[src/rtl/noc_packetizer.sv]
// Packetizer: descriptor + body words -> flits on a round-robin VC; 1-cycle registered flit output.
// Backpressure: pkt_ready_o needs a fully drained VC, body_ready_o needs a credit on the packet's VC.
package noc_params;
  localparam int VC_NUM            = 4;
  localparam int VC_SIZE           = $clog2(VC_NUM);
  localparam int DEST_ADDR_SIZE_X  = 4;
  localparam int DEST_ADDR_SIZE_Y  = 4;
  localparam int DEST_ADDR_SIZE_L  = 1;
  localparam int HEAD_PAYLOAD_SIZE = 128;
  localparam int FLIT_DATA_SIZE    = 137;

  typedef enum logic [1:0] {HEAD = 2'b00, BODY = 2'b01, TAIL = 2'b10, HEADTAIL = 2'b11} flit_label_t;

  typedef struct packed {
    logic [DEST_ADDR_SIZE_X-1:0]  x_dest;
    logic [DEST_ADDR_SIZE_Y-1:0]  y_dest;
    logic [DEST_ADDR_SIZE_L-1:0]  l_dest;
    logic [HEAD_PAYLOAD_SIZE-1:0] head_pl;
  } head_data_t;

  typedef union packed {
    head_data_t                head_data;
    logic [FLIT_DATA_SIZE-1:0] bt_pl;
  } flit_data_t;

  typedef struct packed {
    flit_label_t        flit_label;
    logic [VC_SIZE-1:0] vc_id;
    flit_data_t         data;
  } flit_t;
endpackage

module noc_packetizer
  import noc_params::*;
#(
  parameter int BUFFER_DEPTH = 4,
  parameter int BODY_LEN_W   = 4
) (
  input  logic                         clk,
  input  logic                         rst_n,
  input  logic                         pkt_valid_i,
  output logic                         pkt_ready_o,
  input  logic [DEST_ADDR_SIZE_X-1:0]  pkt_x_dest_i,
  input  logic [DEST_ADDR_SIZE_Y-1:0]  pkt_y_dest_i,
  input  logic [DEST_ADDR_SIZE_L-1:0]  pkt_l_dest_i,
  input  logic [HEAD_PAYLOAD_SIZE-1:0] pkt_head_pl_i,
  input  logic [BODY_LEN_W-1:0]        pkt_body_len_i,
  input  logic                         body_valid_i,
  output logic                         body_ready_o,
  input  logic [FLIT_DATA_SIZE-1:0]    body_data_i,
  output logic                         flit_valid_o,
  output logic [$bits(flit_t)-1:0]     flit_o,
  input  logic [VC_NUM-1:0]            credit_i,
  output logic                         credit_err_o
);
  localparam int CW = $clog2(BUFFER_DEPTH + 1);
  localparam logic [CW-1:0] FULL = CW'(BUFFER_DEPTH);

  typedef enum logic {ST_IDLE, ST_BODY} state_t;

  state_t                r_state, w_state_nxt;
  logic [CW-1:0]         r_credit [VC_NUM];
  logic                  r_credit_err;
  logic [VC_SIZE-1:0]    r_last_vc, r_vc;
  logic [BODY_LEN_W-1:0] r_remaining;
  flit_t                 r_flit, w_flit_nxt;
  logic                  r_flit_vld;

  logic [VC_NUM-1:0]  w_eligible, w_commit;
  logic               w_any_eligible, w_found, w_credit_avail;
  logic [VC_SIZE-1:0] w_sel_vc, w_idx;
  logic               w_pkt_hs, w_body_hs;

  always_comb begin
    for (int v = 0; v < VC_NUM; v++) w_eligible[v] = (r_credit[v] == FULL);
  end
  assign w_any_eligible = |w_eligible;
  assign w_credit_avail = (r_credit[r_vc] != '0);

  // First eligible VC at or after last_vc+1; index wraps naturally at VC_SIZE bits.
  always_comb begin
    w_sel_vc = '0;
    w_found  = 1'b0;
    w_idx    = '0;
    for (int i = 0; i < VC_NUM; i++) begin
      w_idx = r_last_vc + VC_SIZE'(i + 1);
      if (!w_found && w_eligible[w_idx]) begin
        w_sel_vc = w_idx;
        w_found  = 1'b1;
      end
    end
  end

  // FSM: state register
  always_ff @(posedge clk or negedge rst_n) begin
    if (!rst_n) r_state <= ST_IDLE;
    else        r_state <= w_state_nxt;
  end

  // FSM: next state
  always_comb begin
    w_state_nxt = r_state;
    case (r_state)
      ST_IDLE: if (w_pkt_hs && pkt_body_len_i != '0) w_state_nxt = ST_BODY;
      ST_BODY: if (w_body_hs && r_remaining == BODY_LEN_W'(1)) w_state_nxt = ST_IDLE;
      default: w_state_nxt = ST_IDLE;
    endcase
  end

  // FSM: outputs
  always_comb begin
    pkt_ready_o  = (r_state == ST_IDLE) && w_any_eligible;
    body_ready_o = (r_state == ST_BODY) && w_credit_avail;
  end

  assign w_pkt_hs  = pkt_valid_i && pkt_ready_o;
  assign w_body_hs = body_valid_i && body_ready_o;

  always_comb begin
    for (int v = 0; v < VC_NUM; v++)
      w_commit[v] = (w_pkt_hs && w_sel_vc == VC_SIZE'(v)) || (w_body_hs && r_vc == VC_SIZE'(v));
  end

  always_ff @(posedge clk or negedge rst_n) begin
    if (!rst_n) begin
      for (int v = 0; v < VC_NUM; v++) r_credit[v] <= FULL;
      r_credit_err <= 1'b0;
    end else begin
      for (int v = 0; v < VC_NUM; v++) begin
        case ({w_commit[v], credit_i[v]})
          2'b10: r_credit[v] <= r_credit[v] - 1'b1;
          2'b01: begin
            if (r_credit[v] == FULL) r_credit_err <= 1'b1;
            else                     r_credit[v]  <= r_credit[v] + 1'b1;
          end
          default: ;
        endcase
      end
    end
  end

  always_comb begin
    w_flit_nxt = r_flit;
    if (w_pkt_hs) begin
      w_flit_nxt.flit_label             = (pkt_body_len_i == '0) ? HEADTAIL : HEAD;
      w_flit_nxt.vc_id                  = w_sel_vc;
      w_flit_nxt.data.head_data.x_dest  = pkt_x_dest_i;
      w_flit_nxt.data.head_data.y_dest  = pkt_y_dest_i;
      w_flit_nxt.data.head_data.l_dest  = pkt_l_dest_i;
      w_flit_nxt.data.head_data.head_pl = pkt_head_pl_i;
    end else if (w_body_hs) begin
      w_flit_nxt.flit_label = (r_remaining == BODY_LEN_W'(1)) ? TAIL : BODY;
      w_flit_nxt.vc_id      = r_vc;
      w_flit_nxt.data.bt_pl = body_data_i;
    end
  end

  always_ff @(posedge clk or negedge rst_n) begin
    if (!rst_n) begin
      r_flit      <= '0;
      r_flit_vld  <= 1'b0;
      r_vc        <= '0;
      r_last_vc   <= VC_SIZE'(VC_NUM - 1);
      r_remaining <= '0;
    end else begin
      r_flit     <= w_flit_nxt;
      r_flit_vld <= w_pkt_hs || w_body_hs;
      if (w_pkt_hs) begin
        r_vc        <= w_sel_vc;
        r_last_vc   <= w_sel_vc;
        r_remaining <= pkt_body_len_i;
      end else if (w_body_hs) begin
        r_remaining <= r_remaining - 1'b1;
      end
    end
  end

  assign flit_o       = r_flit;
  assign flit_valid_o = r_flit_vld;
  assign credit_err_o = r_credit_err;

endmodule

[config.mk]
export PLATFORM = sky130hd
export DESIGN_NAME = noc_packetizer
export DESIGN_NICKNAME = d
export VERILOG_FILES = /design/src/rtl/noc_packetizer.sv
export SDC_FILE = /design/constraint.sdc
export NUM_CORES = 1
export LEC_CHECK = 0
export ABC_CLOCK_PERIOD_IN_PS = 3900
export CORE_UTILIZATION = 28
export CTS_BUF_LIST = sky130_fd_sc_hd__clkbuf_2 sky130_fd_sc_hd__clkbuf_4 sky130_fd_sc_hd__clkbuf_8
export CTS_CLUSTER_SIZE = 8
export DETAILED_ROUTE_END_ITERATION = 8
export MAX_ROUTING_LAYER = met4
export RECOVER_POWER = 25
export SLEW_MARGIN = 20
export SYNTH_ARGS = -nofsm -noshare
export SYNTH_HDL_FRONTEND = slang
export SYNTH_SLANG_ARGS = --single-unit
[constraint.sdc]
create_clock -name clk -period 3.9 [get_ports clk]
set_clock_uncertainty 0.15 [all_clocks]
set_input_delay 0.585 -clock clk [delete_from_list [all_inputs] [get_ports clk]]
set_output_delay 0.585 -clock clk [all_outputs]
set_load 0.05 [all_outputs]
==> out/metrics.yaml <==
run_status:
  status: "finished with violations"
  failed_checks: "max-capacitance violations, max-slew violations"
global_route:
  busiest_layer: "met2"
  grt_pass1_vias: 7393
  grtUsageTotal_pct: 18.7
  met2_usage_pct: 31.2
  antenna_found_initial: 1
  overflow: 0
  grt_max_degree: 184
  grt_pass1_wl_mm: 40.9
  grt_util_met1_pct: 21.4
  grtUsageMet3_pct: 6.20
finish:
  final_cell_mix: "429 x clkdlybuf4s50_1, 158 x dfrtp_1, 151 x nand2_1"
  fin_nets: 1471
  final_common_cell: "clkdlybuf4s50_1"
  finish.instance_area_sq_um: 13100
  drive_above_1_share_pct: 5.29
  area_delta_synth_final_pct: 61.6
yosys:
  synth-edff-count: 0
  ys_ff_latch: 164
  synth.cell_area_sq_um: 8110
  synth_top_family_by_area: "multiplexers"
  yosys_warnings: 0
  synth_cells: 773
  synthXorXnorAreaFrac_pct: 0.973
  synthFlopType: "dfrtp_1"
  postSynthAreaPerCell_sq_um: 10.5
  synthAdderAreaFrac_pct: 1.30
  synth_cell_types: 62
  synth-simple-area-share_pct: 10.5
  ys_seq_area_share_pct: 50.7
  synth_nets: 1065
  synthArstFlopShare_pct: 100
  synth.area.mux_share_pct: 18.2
  synth_compound_area_share_pct: 14.3
placed_design:
  portBuffers: 430
  postPlaceCellArea_sq_um: 12700
  pre_cts_slack_ps: 731
  globalplace.congestion: 0.874
  dp_hpwl_mm: 20.2
sta:
  slew_violations: 63
  fin_ws_ps: 407
  layout_worst_path_cycle_share_pct: 89.6
  relSlewSlack_pct: -13.0
  max_freq_mhz: 286
  setup_viol: 0
  hold_viol: 0
  min_period_ps: 3490
  rsz0062_at_grt: "no"
  setup_tns_ps: 0
  tightest_slew_ps: 1700
routing:
  ant_nets: 0
  first_pass_iters: 4
  vias: 7291
  wirelength_mm: 27.3
  drc: 0
  vias_per_cell: 4.64
  wire_per_inst_microns: 17.4
  drt_iter0_drc: 299
clocking:
  cts.clk_slew.worst_paths_ps: 100
  cts_made_buffers: 17
  root_buffer: "clkbuf_8"
  htreeDepth: 4
  clk_latency_ps: 460
  cts_hold_buffers: 1
  cts_resized: 0
  cts_tree: "yes"
  clock_path_buffers: 2
  cts_setup_buffers: 0
  cts.sinks: 164
floorplan:
  start_util_pct: 28.8
  die_h_microns: 172
  rows: 61
  num_io_pins: 431
  coreArea_sq_um: 28200
  dieArea_sq_um: 29600
  die_x_microns: 172
power:
  pwr_density_cell_nw_per_um2: 920
  power.internal_mw: 5.93
  switching_power_mw: 6.12
  seqPwrFrac_pct: 26.5
  switching_share_pct: 50.8
  leakage_nw: 5.72
  p_comb_share_pct: 63.3
  ir_drop_v: 0.000408
  clock_power_share_pct: 10.2
critical_path:
  endpoint_kind: "output pin"
  critPathKind: "reg -> out"
  path_cells: "or3b_1 -> a41oi_1 -> clkdlybuf4s50_1"
  worst_ep_required_time_ps: 3160
  critical-path-max-stage-delay_ps: 850
  crit_slowest_cell: "clkdlybuf4s50_1"
  rrSetupSlack_ps: 700
  start_kind: "flop"
  cp_max_fo: 10
  crit_arrival_ps: 2760
run:
  maxCapViolations: 1
hold_path:
  hold_path.class: "reg -> reg"
[power groups by stage]
stage               combinational (mW)  sequential, mW  clock [mW]
finish                            7.62            3.19        1.23
global route                      8.12            3.32        1.36
CTS                               7.71            3.20        1.30
detailed placement                7.71            3.21           0
global placement                  7.64            3.20           0
floorplan                         2.63            5.75           0
[critical path, delay by kind of cell, from the launching register on]
kind | cells | cell delay (ps)
flip-flops | 1 | 570
buffers and inverters | 1 | 850
AO/OA/AOI/OAI | 1 | 330
AND/OR/NAND/NOR | 1 | 560
[worst paths after layout]
| path | from | end | cells after the start |
|---|---|---|---|
| worst max-delay path | r_credit[2] | pkt_ready_o | 3 |
| worst min-delay path | r_credit[2] | r_credit[2] | 1 |
| worst max register to register | r_credit[2] | r_credit[11] | 9 |
| worst min register to register | r_credit[2] | r_credit[2] | 1 |
| max in group asynchronous | rst_n | flit_o[111] | 3 |
| min in group asynchronous | rst_n | flit_o[39] | 2 |
[cell usage after synthesis (2+ instances only)]
cell	number	area share [%]
dfrtp_1	158	49
nand2_1	151	7.0
o21ai_1	144	8.9
mux2i_1	143	18
buf_2	22	1.4
clkbuf_1	16	0.74
buf_4	13	1.2
inv_1	12	0.56
xnor2_1	9	0.97
nor2_1	8	0.37
a21oi_1	7	0.43
dfstp_2	6	1.9
a22o_1	4	0.43
and3_1	4	0.31
fa_1	4	0.99
mux2_2	4	0.56
or3b_1	4	0.43
nand3_1	3	0.19
nor3_1	3	0.19
nor4_1	3	0.23
o22ai_1	3	0.23
a21o_1	2	0.19
and2_1	2	0.15
ha_1	2	0.31
nand2b_1	2	0.15
nor3b_1	2	0.19
nor4b_1	2	0.22
o21a_1	2	0.19
o21ai_2	2	0.22
o31ai_1	2	0.19
or2_1	2	0.15
or4b_1	2	0.25
[stage by stage]
| stage | instances | util [%] | power [mW] | hold WS (ps) |
|---|---|---|---|---|
| after global placement | 1537 | 45.2 | 10.8 | 338 |
| after CTS | 1570 | 46.6 | 12.2 | 363 |
| after global routing | 1571 | 46.5 | 12.8 | 382 |
| final | 1571 | 46.5 | 12.0 | 358 |
| after floorplan | 773 | - | 8.37 | 139 |
| after detailed placement | 1537 | 45.2 | 10.9 | 347 |
[flip-flops by register name, summed over array words and instances, names as in the netlist]
signal and flops:
flit_o 141, r_credit 12, r_remaining 4, r_last_vc 2
r_vc 2, credit_err_o 1, flit_valid_o 1, r_state 1
[layout make-up]
cell class / instances / area [sq um]
diodes: 1 / 2.50
repair buffers: 439 / 4400
clock buffers: 19 / 255
fillers: 2686 / 15100
inverters: 12 / 45.0
multi-input cells: 545 / 3690
clock inverters: 13 / 118
flip-flops and latches: 164 / 4110
well taps: 378 / 473
[layer usage]
layer,vias up,part of all wire (%)
li1,3534,-
met1,3463,40
met2,275,51
met3,19,8.1
met4,0,1.2
met5,-,0
[cell families (layout without fill, tap and decap cells)]
family | Yosys count | after routing
adder cells (fa/ha/maj) | 6 | 6
XOR/XNOR | 9 | 9
AND/OR/NAND/NOR | 194 | 194
AO/OA/AOI/OAI | 189 | 189
other | 0 | 1
multiplexers | 147 | 147
buffers and inverters | 64 | 483
flip-flops | 164 | 164
Note: power is estimated with default switching activity, not from simulation.
